===== config.mk =====
export PLATFORM = sky130hd
export DESIGN_NAME = id_ex_stage
export DESIGN_NICKNAME = d
export VERILOG_FILES = /design/src/rtl/id_ex_stage.sv
export SDC_FILE = /design/constraint.sdc
export NUM_CORES = 1
export LEC_CHECK = 0
export BUFFER_PORTS_ARGS = -buffer_cell sky130_fd_sc_hd__buf_2
export CAP_MARGIN = 10
export CELL_PAD_IN_SITES_DETAIL_PLACEMENT = 0
export CELL_PAD_IN_SITES_GLOBAL_PLACEMENT = 1
export CORE_UTILIZATION = 38
export CTS_CLUSTER_SIZE = 8
export DETAILED_ROUTE_END_ITERATION = 12
export PLACE_DENSITY = 0.93
export SKIP_LAST_GASP = 1
export SYNTH_ARGS = -nofsm -noshare
export SYNTH_HDL_FRONTEND = slang
export SYNTH_SLANG_ARGS = --single-unit

===== constraint.sdc =====
create_clock -name clk -period 2.7 [get_ports clk]
set_input_delay 0.405 -clock clk [delete_from_list [all_inputs] [get_ports clk]]
set_output_delay 0.405 -clock clk [all_outputs]
set_load 0.005 [all_outputs]

===== src/rtl/id_ex_stage.sv =====
// ID/EX pipeline register with MEM/WB operand forwarding into the ALU operands.
// Latency: 1 cycle from decode accept to ex_valid; operands are combinational from held state and bypass inputs.
// Backpressure: id_ready drops while a held instruction stalls (ex_ready low) or on flush; held operands keep tracking bypass data.

`ifndef ALU_si
`define ALU_si logic [3:0]
`endif

module id_ex_stage #(
  parameter bit FWD_EN = 1'b1
) (
  input  logic        clk,
  input  logic        rst_n,

  // Decode side
  input  logic        id_valid,
  output logic        id_ready,
  input  logic [31:0] id_pc,
  input  logic [31:0] id_imm,
  input  logic [31:0] id_rs1_data,
  input  logic [31:0] id_rs2_data,
  input  logic [4:0]  id_rs1_addr,
  input  logic [4:0]  id_rs2_addr,
  input  logic [4:0]  id_rd_addr,
  input  logic        id_use_pc,
  input  logic        id_use_imm,
  input  logic        id_reg_write,
  input  `ALU_si      id_alu_op,

  // Redirect
  input  logic        flush,

  // Bypass sources
  input  logic        mem_reg_write,
  input  logic        wb_reg_write,
  input  logic [4:0]  mem_rd_addr,
  input  logic [4:0]  wb_rd_addr,
  input  logic [31:0] mem_result,
  input  logic [31:0] wb_result,

  // Execute side
  input  logic        ex_ready,
  output logic        ex_valid,
  output logic        alu_enable,
  output logic [31:0] src1,
  output logic [31:0] src2,
  output `ALU_si      alu_op,
  output logic [31:0] ex_store_data,
  output logic [4:0]  ex_rd_addr,
  output logic        ex_reg_write
);

  // Held instruction state
  logic        ex_valid_q,   ex_valid_d;
  logic [31:0] pc_q,         pc_d;
  logic [31:0] imm_q,        imm_d;
  logic [31:0] rs1_data_q,   rs1_data_d;
  logic [31:0] rs2_data_q,   rs2_data_d;
  logic [4:0]  rs1_addr_q,   rs1_addr_d;
  logic [4:0]  rs2_addr_q,   rs2_addr_d;
  logic [4:0]  rd_addr_q,    rd_addr_d;
  logic        use_pc_q,     use_pc_d;
  logic        use_imm_q,    use_imm_d;
  logic        reg_write_q,  reg_write_d;
  `ALU_si      alu_op_q,     alu_op_d;

  logic        accept;
  logic        stall;
  logic [31:0] rs1_fwd;
  logic [31:0] rs2_fwd;

  // Handshake: a new instruction may enter when the slot is empty or draining, never during a redirect.
  assign id_ready = (!ex_valid_q || ex_ready) && !flush;
  assign accept   = id_valid && id_ready;
  assign stall    = ex_valid_q && !ex_ready;

  // Operand bypass for rs1: MEM is younger than WB so it wins; x0 is hard-wired and never bypassed.
  always_comb begin
    rs1_fwd = rs1_data_q;
    if (FWD_EN && mem_reg_write && (mem_rd_addr == rs1_addr_q) && (rs1_addr_q != 5'd0)) begin
      rs1_fwd = mem_result;
    end else if (FWD_EN && wb_reg_write && (wb_rd_addr == rs1_addr_q) && (rs1_addr_q != 5'd0)) begin
      rs1_fwd = wb_result;
    end
  end

  // Operand bypass for rs2, same priority rules as rs1.
  always_comb begin
    rs2_fwd = rs2_data_q;
    if (FWD_EN && mem_reg_write && (mem_rd_addr == rs2_addr_q) && (rs2_addr_q != 5'd0)) begin
      rs2_fwd = mem_result;
    end else if (FWD_EN && wb_reg_write && (wb_rd_addr == rs2_addr_q) && (rs2_addr_q != 5'd0)) begin
      rs2_fwd = wb_result;
    end
  end

  // Next-state: flush kills, accept loads, stall holds while folding in bypass data, drain empties.
  always_comb begin
    ex_valid_d  = ex_valid_q;
    pc_d        = pc_q;
    imm_d       = imm_q;
    rs1_data_d  = rs1_data_q;
    rs2_data_d  = rs2_data_q;
    rs1_addr_d  = rs1_addr_q;
    rs2_addr_d  = rs2_addr_q;
    rd_addr_d   = rd_addr_q;
    use_pc_d    = use_pc_q;
    use_imm_d   = use_imm_q;
    reg_write_d = reg_write_q;
    alu_op_d    = alu_op_q;

    if (flush) begin
      ex_valid_d = 1'b0;
    end else if (accept) begin
      ex_valid_d  = 1'b1;
      pc_d        = id_pc;
      imm_d       = id_imm;
      rs1_data_d  = id_rs1_data;
      rs2_data_d  = id_rs2_data;
      rs1_addr_d  = id_rs1_addr;
      rs2_addr_d  = id_rs2_addr;
      rd_addr_d   = id_rd_addr;
      use_pc_d    = id_use_pc;
      use_imm_d   = id_use_imm;
      reg_write_d = id_reg_write;
      alu_op_d    = id_alu_op;
    end else if (stall) begin
      // A producer may retire from WB while we wait; capture its value now or it is gone.
      rs1_data_d = rs1_fwd;
      rs2_data_d = rs2_fwd;
    end else if (ex_valid_q) begin
      ex_valid_d = 1'b0;
    end
  end

  // State register with asynchronous clear; an instruction held at reset is dropped.
  always_ff @(posedge clk or negedge rst_n) begin
    if (!rst_n) begin
      ex_valid_q  <= 1'b0;
      pc_q        <= '0;
      imm_q       <= '0;
      rs1_data_q  <= '0;
      rs2_data_q  <= '0;
      rs1_addr_q  <= '0;
      rs2_addr_q  <= '0;
      rd_addr_q   <= '0;
      use_pc_q    <= 1'b0;
      use_imm_q   <= 1'b0;
      reg_write_q <= 1'b0;
      alu_op_q    <= '0;
    end else begin
      ex_valid_q  <= ex_valid_d;
      pc_q        <= pc_d;
      imm_q       <= imm_d;
      rs1_data_q  <= rs1_data_d;
      rs2_data_q  <= rs2_data_d;
      rs1_addr_q  <= rs1_addr_d;
      rs2_addr_q  <= rs2_addr_d;
      rd_addr_q   <= rd_addr_d;
      use_pc_q    <= use_pc_d;
      use_imm_q   <= use_imm_d;
      reg_write_q <= reg_write_d;
      alu_op_q    <= alu_op_d;
    end
  end

  // Execute outputs are forced to zero when the slot is empty so the ALU sees quiet inputs.
  always_comb begin
    src1          = '0;
    src2          = '0;
    ex_store_data = '0;
    alu_op        = '0;
    if (ex_valid_q) begin
      src1          = use_pc_q  ? pc_q  : rs1_fwd;
      src2          = use_imm_q ? imm_q : rs2_fwd;
      ex_store_data = rs2_fwd;
      alu_op        = alu_op_q;
    end
  end

  assign ex_valid     = ex_valid_q;
  assign alu_enable   = ex_valid_q;
  assign ex_rd_addr   = rd_addr_q;
  assign ex_reg_write = reg_write_q && ex_valid_q;

endmodule


==> metrics.cfg, run 1 <==
[status]
status = finished with violations
violations = negative setup slack

[floorplan]
start_util_pct = 38.79
dieArea_sq_mm = 0.02826
die_w_um = 168.1
ioPinCount = 340
std_cell_rows = 60
die_h_um = 168.1
core_area_sq_mm = 0.02703

[timing]
fin_ws_ps = -179.6
final.setup_skew_ps = 11.97
setup_viol = 96
worstMarginPinSlew_ps = 588.0
slew_headroom_pct = 60.80
rsz0062_at_grt = yes
timing.final.crit_period_ps = 2880
post-route-period-util_pct = 106.7
finalHoldViolCount = 0
fin_tns_setup_ps = -9573
drv_slew = 0
worst_hold_slack_ps = 199.1
max_freq_mhz = 347.3

[global_route]
grt_pass1_vias = 11980
grt_usage_pct = 32.02
antenna_found_initial = 11
grt_max_degree = 90
grt-ovfl-total = 0
grt_pass1_wl_um = 69170

[synthesis]
seq_area_frac_synth_pct = 36.04
muxShareOfSynthArea_pct = 9.237
ys_ff_latch = 151
async_flop_share_pct = 100.0
synthDistinctLibCells = 38
syn_avg_cell_area_sq_um = 8.810
synthSimpleGateAreaFrac_pct = 20.18
synth_top_family_by_area = compound AO/OA/AOI/OAI gates
ys.flop_type = dfrtp_1
syn_nets = 1421
synth_xor_area_share_pct = 1.337
synthAdderAreaFrac_pct = 0
yosys_warnings = 0
synth_compound_area_share_pct = 24.47
post_synth_inst_count = 1190
syn_area_sq_mm = 0.01048
synth_enable_flop_cells = 0

[finish]
layout.nets = 1781
final_cell_mix = buf_2 (338), dfrtp_1 (143), inv_1 (97), nor2_1 (96), mux2_2 (86)
synthToLayoutAreaGrowth_pct = 48.22
fillerInstances = 2359
layout-drive-gt1-share_pct = 51.12
final_common_cell = buf_2

[critical_path]
crit_top_cell = buf_12
critPathMaxFanout = 6
crit_required_ps = 2300
cp_slowest_cell = dfrtp_2
start_kind = register
startpoint = rs1_addr_q[4]
worst_setup_path_end_kind = output port
setup.worst_path.class = register to output port
arrival_ps = 2470
path_cells = xor2_2, nor3_4, buf_12, buf_12, buf_16, and4_4, nor3_2, o31ai_2, buf_2
timing.rr.start = rs1_addr_q[4]
slowest_delay_ps = 470

[power]
p_leak_nw = 6.886
power.density_mw_per_mm2 = 594.0
finalPower_mw = 9.230
vdd_ir_drop_max_mv = 0.4472

[place]
gp_congestion = 0.9392
pre_cts_ws_ps = 13.62
numPortBuffers = 339
hpwl_um = 30180

[clock_network]
clock-sinks = 151
cts_tree = built
clkLatencyLatePin_ps = 430
clkTransAtPathRegs_ps = 80
root_buffer = clkbuf_16
htree_levels = 4
cts_inserted_buffers = 17
cts_buffer_depth = 2

[drt]
totalWireLength_um = 46840
drt_iter0_markers = 1169
post-route-drc-count = 0
wl_per_cell_um = 24.50
first_pass_iters = 5
vias = 11990
final_antenna_net_count = 0
vias_per_cell = 6.269

[worst_hold_path]
hold_path_class = input port to register
min_from = id_imm[29]

[job]
max_cap_violations = 0

## cell usage after synthesis, types with 8 or more instances
cell type | instances | area (sq um)
a21oi_1 | 65 | 325.3
a31oi_1 | 54 | 337.8
a31oi_2 | 10 | 125.1
and2_1 | 9 | 56.30
and4_1 | 64 | 560.5
buf_1 | 8 | 30.03
buf_2 | 18 | 90.09
clkbuf_1 | 91 | 341.6
dfrtp_1 | 151 | 3779
inv_1 | 97 | 364.1
mux2_2 | 86 | 968.4
nand2_1 | 69 | 259.0
nand4_1 | 65 | 406.6
nor2_1 | 100 | 375.4
nor3_1 | 64 | 320.3
o22ai_1 | 64 | 400.4
o31ai_1 | 98 | 735.7
o31ai_4 | 28 | 595.6
xor2_1 | 12 | 105.1
## state kept, by name (all words and copies together) (netlist names), 4 cells and up
signal,count
rs2_addr_q,5
alu_op_q,4
imm_q,32
rs2_data_q,32
rs1_data_q,32
ex_rd_addr,5
pc_q,32
rs1_addr_q,5
## kinds of logic (layout without fill, tap and decap cells)
family	count (synthesis)	after routing
xor+xnor	16	16
compound gates	325	325
flops	151	151
mux	86	86
buf+inv	223	594
other cells	0	8
simple gates	389	391
## path summary, 6_finish.rpt
path | to | slack [ps] | cells past startpoint
hold reg to reg | imm_q[21] | 510 | 1
hold / removal | imm_q[29] | 200 | 2
max in group asynchronous | imm_q[26] | 1470 | 3
min in group asynchronous | rs2_data_q[23] | 490 | 2
setup reg to reg | rs1_data_q[15] | 440 | 11
setup / recovery | src1[10] | -180 | 9
## worst max-delay path, delay by kind of cell (launching register included)
family	cells	cell delay, ps
DFF	1	470
and+or+nand+nor	3	510
buffers and inverters	4	580
AOI/OAI and AO/OA	1	270
xor gates and xnor gates	1	210
## layer usage
metal / up-vias / GRT usage (%) / share of wire (%)
li1: 5157 / - / -
met3: 162 / 6.182 / 9.0
met1: 5832 / 39.47 / 38
met2: 830 / 53.73 / 48
met4: 6 / 15.65 / 5.4
met5: - / 0 / 0.070
## stage by stage
step                instances  area, sq um  utilization (%)
floorplan                1190        10480                -
global placement         1804        12810            47.42
detailed placement       1804        12810            47.42
CTS                      1894        15000            55.50
global route             1910        15530            57.48
finish                   1912        15540            57.50
## final cells by class
cell class,count,area (sq um),area share (%)
diodes,8,20.02,0.1288
clock buffers,17,425.4,2.738
clock inverters,15,186.4,1.200
inverters,98,367.9,2.367
multi-input cells,818,6952,44.74
flip-flops and latches,151,3789,24.38
well taps,341,426.7,2.746
repair buffers,464,3372,21.70
## report_power, final
part | total (mW) | leakage, nW | internal (mW) | switching, mW
Combinational | 3.71 | 4.87 | 1.65 | 2.06
Clock | 2.62 | 0.300 | 1.48 | 1.14
Sequential | 2.90 | 1.71 | 2.65 | 0.252
## what timing repair did
| action | in CTS | in global routing |
|---|---|---|
| hold endpoints to repair | 48 | 0 |
| hold buffers | 1 | 0 |
| cloned | 12 | 5 |
| setup buffers | 46 | 7 |
| gates resized for setup | 178 | 76 |
| endpoints found under the setup margin | 96 | 96 |
| pin swaps | 95 | 26 |
Note: power is estimated with default switching activity, not from simulation.
==> inputs of run 2 (changes only) <==
--- a/config.mk
+++ b/config.mk
@@ -5,7 +5,7 @@
 export SDC_FILE = /design/constraint.sdc
 export NUM_CORES = 1
 export LEC_CHECK = 0
-export BUFFER_PORTS_ARGS = -buffer_cell sky130_fd_sc_hd__buf_2
+export BUFFER_PORTS_ARGS = -buffer_cell sky130_fd_sc_hd__buf_4
 export CAP_MARGIN = 10
 export CELL_PAD_IN_SITES_DETAIL_PLACEMENT = 0
 export CELL_PAD_IN_SITES_GLOBAL_PLACEMENT = 1
==> run 2 against run 1 <==
Effect of this change:
- the run ends with negative hold slack, negative setup slack left
- routed wire length increased by 4.7%
- final cell count down 0.16%
- total power rose by 2.9%
- die area is the same
- critical path type unchanged
- critical endpoint is now src1[1]
- largest cell class unchanged
==> metrics.cfg, run 2 (synthesized netlist as in run 1, its figures left out) <==
[power]
vdd_ir_drop_max_mv = 0.4564
power.density_mw_per_mm2 = 572.7
p_leak_nw = 7.154

[place]
pre_cts_ws_ps = 180.4
gp_congestion = 0.9410
dp.cells = 1802
numPortBuffers = 339
hpwl_um = 30320

[global_route]
grt_pass1_wl_um = 66880
grt-ovfl-total = 0
grt_pass1_vias = 11720
grt_max_degree = 68
grt_usage_pct = 30.85
antenna_found_initial = 1

[finish]
synthToLayoutAreaGrowth_pct = 58.11
layout-drive-gt1-share_pct = 52.07
final_common_cell = buf_4
fillerInstances = 2251
final_cell_mix = buf_4 (400), dfrtp_1 (144), inv_1 (97), nor2_1 (93), mux2_2 (86)
multi_input_area_sq_mm = 0.007096
final-seq-area_sq_mm = 0.003787
fin_cells = 1909
layout.nets = 1785

[floorplan]
die_h_um = 168.1
dieArea_sq_mm = 0.02826
die_w_um = 168.1
core_area_sq_mm = 0.02703
start_util_pct = 38.79
std_cell_rows = 60
ioPinCount = 340

[critical_path]
rrSetupSlack_ps = 80
critPathMaxFanout = 7
timing.rr.start = rs1_addr_q[0]
path_cells = nor4_2, buf_4, buf_6, o21ai_4, buf_6, and3_4, buf_12, buf_4, nor3_4, o31ai_2, buf_4
worst_setup_path_end_kind = output port
r2r_end = rs1_data_q[8]
crit_required_ps = 2300
setup.worst_path.class = register to output port
cp_top_family = buffers and inverters
crit_buf_inv = 6
arrival_ps = 2510
slowest_delay_ps = 460
reg2regPathDepth = 12
cp_slowest_cell = dfrtp_2
start_kind = register
crit_top_cell = buf_4

[status]
violations = negative hold slack, negative setup slack
status = finished with violations

[clock_network]
cts_inserted_buffers = 17
cts_buffer_depth = 2
cts_tree = built
clkLatencyLatePin_ps = 430
clock-sinks = 151
htree_levels = 4
clkTransAtPathRegs_ps = 60
ctsHoldBuffers = 0
root_buffer = clkbuf_16

[drt]
first_pass_iters = 5
vias = 12110
vias_per_cell = 6.342
drt_iter0_markers = 1155
totalWireLength_um = 49050
wl_per_cell_um = 25.69
post-route-drc-count = 0
final_antenna_net_count = 0

[timing]
final.setup_skew_ps = 17.25
post-route-period-util_pct = 107.9
worstMarginPinSlew_ps = 717.7
setup_viol = 92
rsz0062_at_grt = yes
worst_hold_slack_ps = -12.55
fin_ws_ps = -213.5
drv_slew = 0
slew_headroom_pct = 52.16
max_freq_mhz = 343.2
fin_tns_setup_ps = -8785
timing.final.crit_period_ps = 2914
finalHoldViolCount = 2

[worst_hold_path]
hold_path_class = input port to async pin

[job]
max_cap_violations = 0

[run 2: cell types whose count changed in the layout (fill, tap and decap cells not counted), moves of 6 or more]
cell	before	now
and4_1	36	27
buf_4	63	400
diode_2	8	1
o31ai_2	15	27
buf_16	10	4
buf_2	338	1
nor3_1	22	29
o31ai_1	80	70
nor3_4	12	27
nor3_2	34	12
clkbuf_16	21	27
[run 2: through the flow]
| stage | hold slack [ps] | cell area [sq um] | util [%] | total power [mW] |
|---|---|---|---|---|
| floorplan | 109.4 | 10480 | - | 4.548 |
| global placement | 461.9 | 13710 | 50.72 | 5.847 |
| detailed placement | 466.5 | 13710 | 50.72 | 5.925 |
| CTS | 20.98 | 15090 | 55.85 | 8.697 |
| global route | 31.69 | 16580 | 61.33 | 9.841 |
| finish | -12.55 | 16580 | 61.33 | 9.493 |
[run 2: cell type report]
class	count	share of cell area (%)
antenna	1	0.01510
clock buffer	21	2.838
clock inverter	11	0.6643
inverter	98	2.219
multi-input combinational	817	42.81
sequential	151	22.85
tap	341	2.574
timing repair buffer	469	26.03
[run 2: worst max path at each step]
stage,slack (ps),to,cells past startpoint,from
floorplan,510,src2[21],7,mem_rd_addr[1]
global placement,190,src2[12],8,wb_rd_addr[1]
detailed placement,180,src2[12],8,wb_rd_addr[1]
CTS,-140,ex_store_data[2],9,rs2_addr_q[0]
global route,-290,src1[23],9,rs1_addr_q[0]
finish,-210,src1[1],11,rs1_addr_q[0]
[run 2: what timing repair did]
action | 4_1_cts | 5_1_grt
buffers inserted | 11 | 41
setup endpoints to repair | 96 | 96
pin swaps | 31 | 72
cloned | 8 | 15
gates resized for setup | 97 | 181
[run 2: layer usage]
| layer | GRT usage (%) | wire length, um | up-vias | part of all wire, % |
|---|---|---|---|---|
| met2 | 52.17 | 23640 | 829 | 48 |
| met3 | 7.311 | 4896 | 164 | 10 |
| met4 | 15.26 | 2381 | 0 | 4.9 |
| li1 | - | - | 5167 | - |
| met1 | 36.77 | 18130 | 5947 | 37 |
| met5 | 0 | 0 | - | 0 |
[run 2: power breakdown]
part	leakage, nW	internal (mW)	switching, mW	total [mW]
clock network	0.278	1.36	1.11	2.47
registers	1.71	2.65	0.248	2.90
logic	5.16	1.95	2.18	4.13
[run 2: worst reg2reg max path, delay by kind of cell, from the launching register on]
family | cells | cell delay, ps
flops | 1 | 460
buf+inv | 7 | 960
simple gates | 2 | 520
compound gates | 3 | 570
==> inputs of run 3 (changes only) <==
--- a/config.mk
+++ b/config.mk
@@ -7,9 +7,9 @@
 export LEC_CHECK = 0
 export BUFFER_PORTS_ARGS = -buffer_cell sky130_fd_sc_hd__buf_4
 export CAP_MARGIN = 10
-export CELL_PAD_IN_SITES_DETAIL_PLACEMENT = 0
-export CELL_PAD_IN_SITES_GLOBAL_PLACEMENT = 1
-export CORE_UTILIZATION = 38
+export CELL_PAD_IN_SITES_DETAIL_PLACEMENT = 2
+export CELL_PAD_IN_SITES_GLOBAL_PLACEMENT = 2
+export CORE_UTILIZATION = 30
 export CTS_CLUSTER_SIZE = 8
 export DETAILED_ROUTE_END_ITERATION = 12
 export PLACE_DENSITY = 0.93
==> run 3 against run 2 <==
Effect of this change:
- the flow finishes with violations (negative setup slack)
- non-clock buffer count fell by 31
- sequential share of layout area rose by 0.098 points
- combinational power rose by 3%
- setup slack got worse by 180 ps
- die area rose by 26%
- via count rose by 3.3%
- clock power barely moved
- flip-flop and latch count did not move
- critical path type unchanged
- critical endpoint is now src2[27]
- cell area fell by 0.36%
==> metrics.cfg, run 3 (synthesized netlist as in run 1, its figures left out) <==
[status]
status = finished with violations
violations = negative setup slack

[drt]
vias = 12510
final_antenna_net_count = 0
totalWireLength_um = 64470
post-route-drc-count = 0
wl_per_cell_um = 32.31
vias_per_cell = 6.269
drt_iter0_markers = 1038
first_pass_iters = 6

[power]
power.density_mw_per_mm2 = 584.9
vdd_ir_drop_max_mv = 0.5250
p_leak_nw = 6.967

[timing]
worstMarginPinSlew_ps = 602.2
setup_viol = 96
finalHoldViolCount = 0
slew_headroom_pct = 59.86
fin_ws_ps = -392.5
drv_slew = 0
final.setup_skew_ps = 12.58
timing.final.crit_period_ps = 3093
post-route-period-util_pct = 114.5
fin_tns_setup_ps = -26400
max_freq_mhz = 323.4
rsz0062_at_grt = yes

[floorplan]
start_util_pct = 30.42
die_w_um = 188.9
ioPinCount = 340
die_h_um = 188.9
dieArea_sq_mm = 0.03570
core_area_sq_mm = 0.03446
std_cell_rows = 68

[global_route]
grt_pass1_vias = 13460
grt_pass1_wl_um = 87990
grt-ovfl-total = 0
antenna_found_initial = 6
grt_usage_pct = 33.05
grt_max_degree = 66

[critical_path]
r2r_end = rs1_data_q[22]
setup.worst_path.class = register to output port
critPathMaxFanout = 24
reg2regPathDepth = 8
start_kind = register
startpoint = rs2_addr_q[0]
endpoint = src2[27]
arrival_ps = 2690
rrSetupSlack_ps = 350
crit_required_ps = 2300
timing.rr.start = rs1_addr_q[4]
worst_setup_path_end_kind = output port

[worst_hold_path]
hold_path_class = input port to register

[place]
gp_congestion = 0.8952
pre_cts_ws_ps = -20.85
dp.cells = 1914
hpwl_um = 39550
numPortBuffers = 339

[finish]
fillerInstances = 3536
final_common_cell = buf_4
fin_cells = 1995
utilization_pct = 47.93
layout.nets = 1753
multi_input_area_sq_mm = 0.007172
layout-drive-gt1-share_pct = 51.34
synthToLayoutAreaGrowth_pct = 57.54
final_cell_mix = buf_4 (377), dfrtp_1 (142), nor2_1 (98), inv_1 (97), mux2_2 (86)
final-seq-area_sq_mm = 0.003790

[clock_network]
clock-sinks = 151
clkLatencyLatePin_ps = 470
root_buffer = clkbuf_16
cts_buffer_depth = 2
cts_inserted_buffers = 17
htree_levels = 4
cts_tree = built
clkTransAtPathRegs_ps = 70

[job]
max_cap_violations = 0

[run 3: where the power goes]
group | switching [mW] | total, mW | internal, mW | leakage (nW)
Combinational | 2.41 | 4.26 | 1.85 | 5.00
Clock | 1.15 | 2.44 | 1.29 | 0.251
Sequential | 0.314 | 2.96 | 2.65 | 1.71
[run 3: how the worst min path moves through the flow]
stage | slack, ps | end | startpoint | cells after the start
finish | 160 | alu_op_q[0] | id_alu_op[0] | 2
global placement | 420 | rs1_data_q[13] | rst_n | 1
global route | 150 | imm_q[19] | id_imm[19] | 2
floorplan | 110 | alu_enable | rst_n | 0
detailed placement | 440 | imm_q[23] | rst_n | 1
CTS | 150 | use_pc_q | id_use_pc | 2
[run 3: repair_timing]
action	4_1_cts	5_1_grt
pin swaps	30	43
hold endpoints to repair	55	0
setup buffers	16	12
resized for setup	131	134
hold buffers	1	0
endpoints found under the setup margin	96	96
cloned	9	8
[run 3: layout make-up]
class / count / area share (%)
sequential: 151 / 22.95
antenna: 5 / 0.07576
inverter: 98 / 2.227
tap: 455 / 3.447
clock inverter: 11 / 0.6212
timing repair buffer: 438 / 24.53
clock buffer: 21 / 2.727
multi-input combinational: 816 / 43.42
[run 3: worst max-delay path, cell delays in order, from the launching register on]
cell and delay (ps):
dfrtp_2 470, buf_4 160, xnor2_1 260, and2_2 230, and3_4 260, buf_12 240, nor3_1 110, o31ai_1 310
buf_4 170
[run 3: per-layer routing]
layer  track usage (%)  routed length [um]
met1             37.83               24270
met2             56.84               31840
met3             8.267                4391
met4             17.00                3971
met5                 0                   0
[run 3: through the flow]
step	instance area (sq um)	hold WS [ps]	total power [mW]
floorplan	10480	109.4	4.548
global placement	13890	422.6	5.927
detailed placement	13890	441.3	6.143
CTS	15600	153.9	9.057
global route	16520	151.6	9.956
finish	16520	161.1	9.661
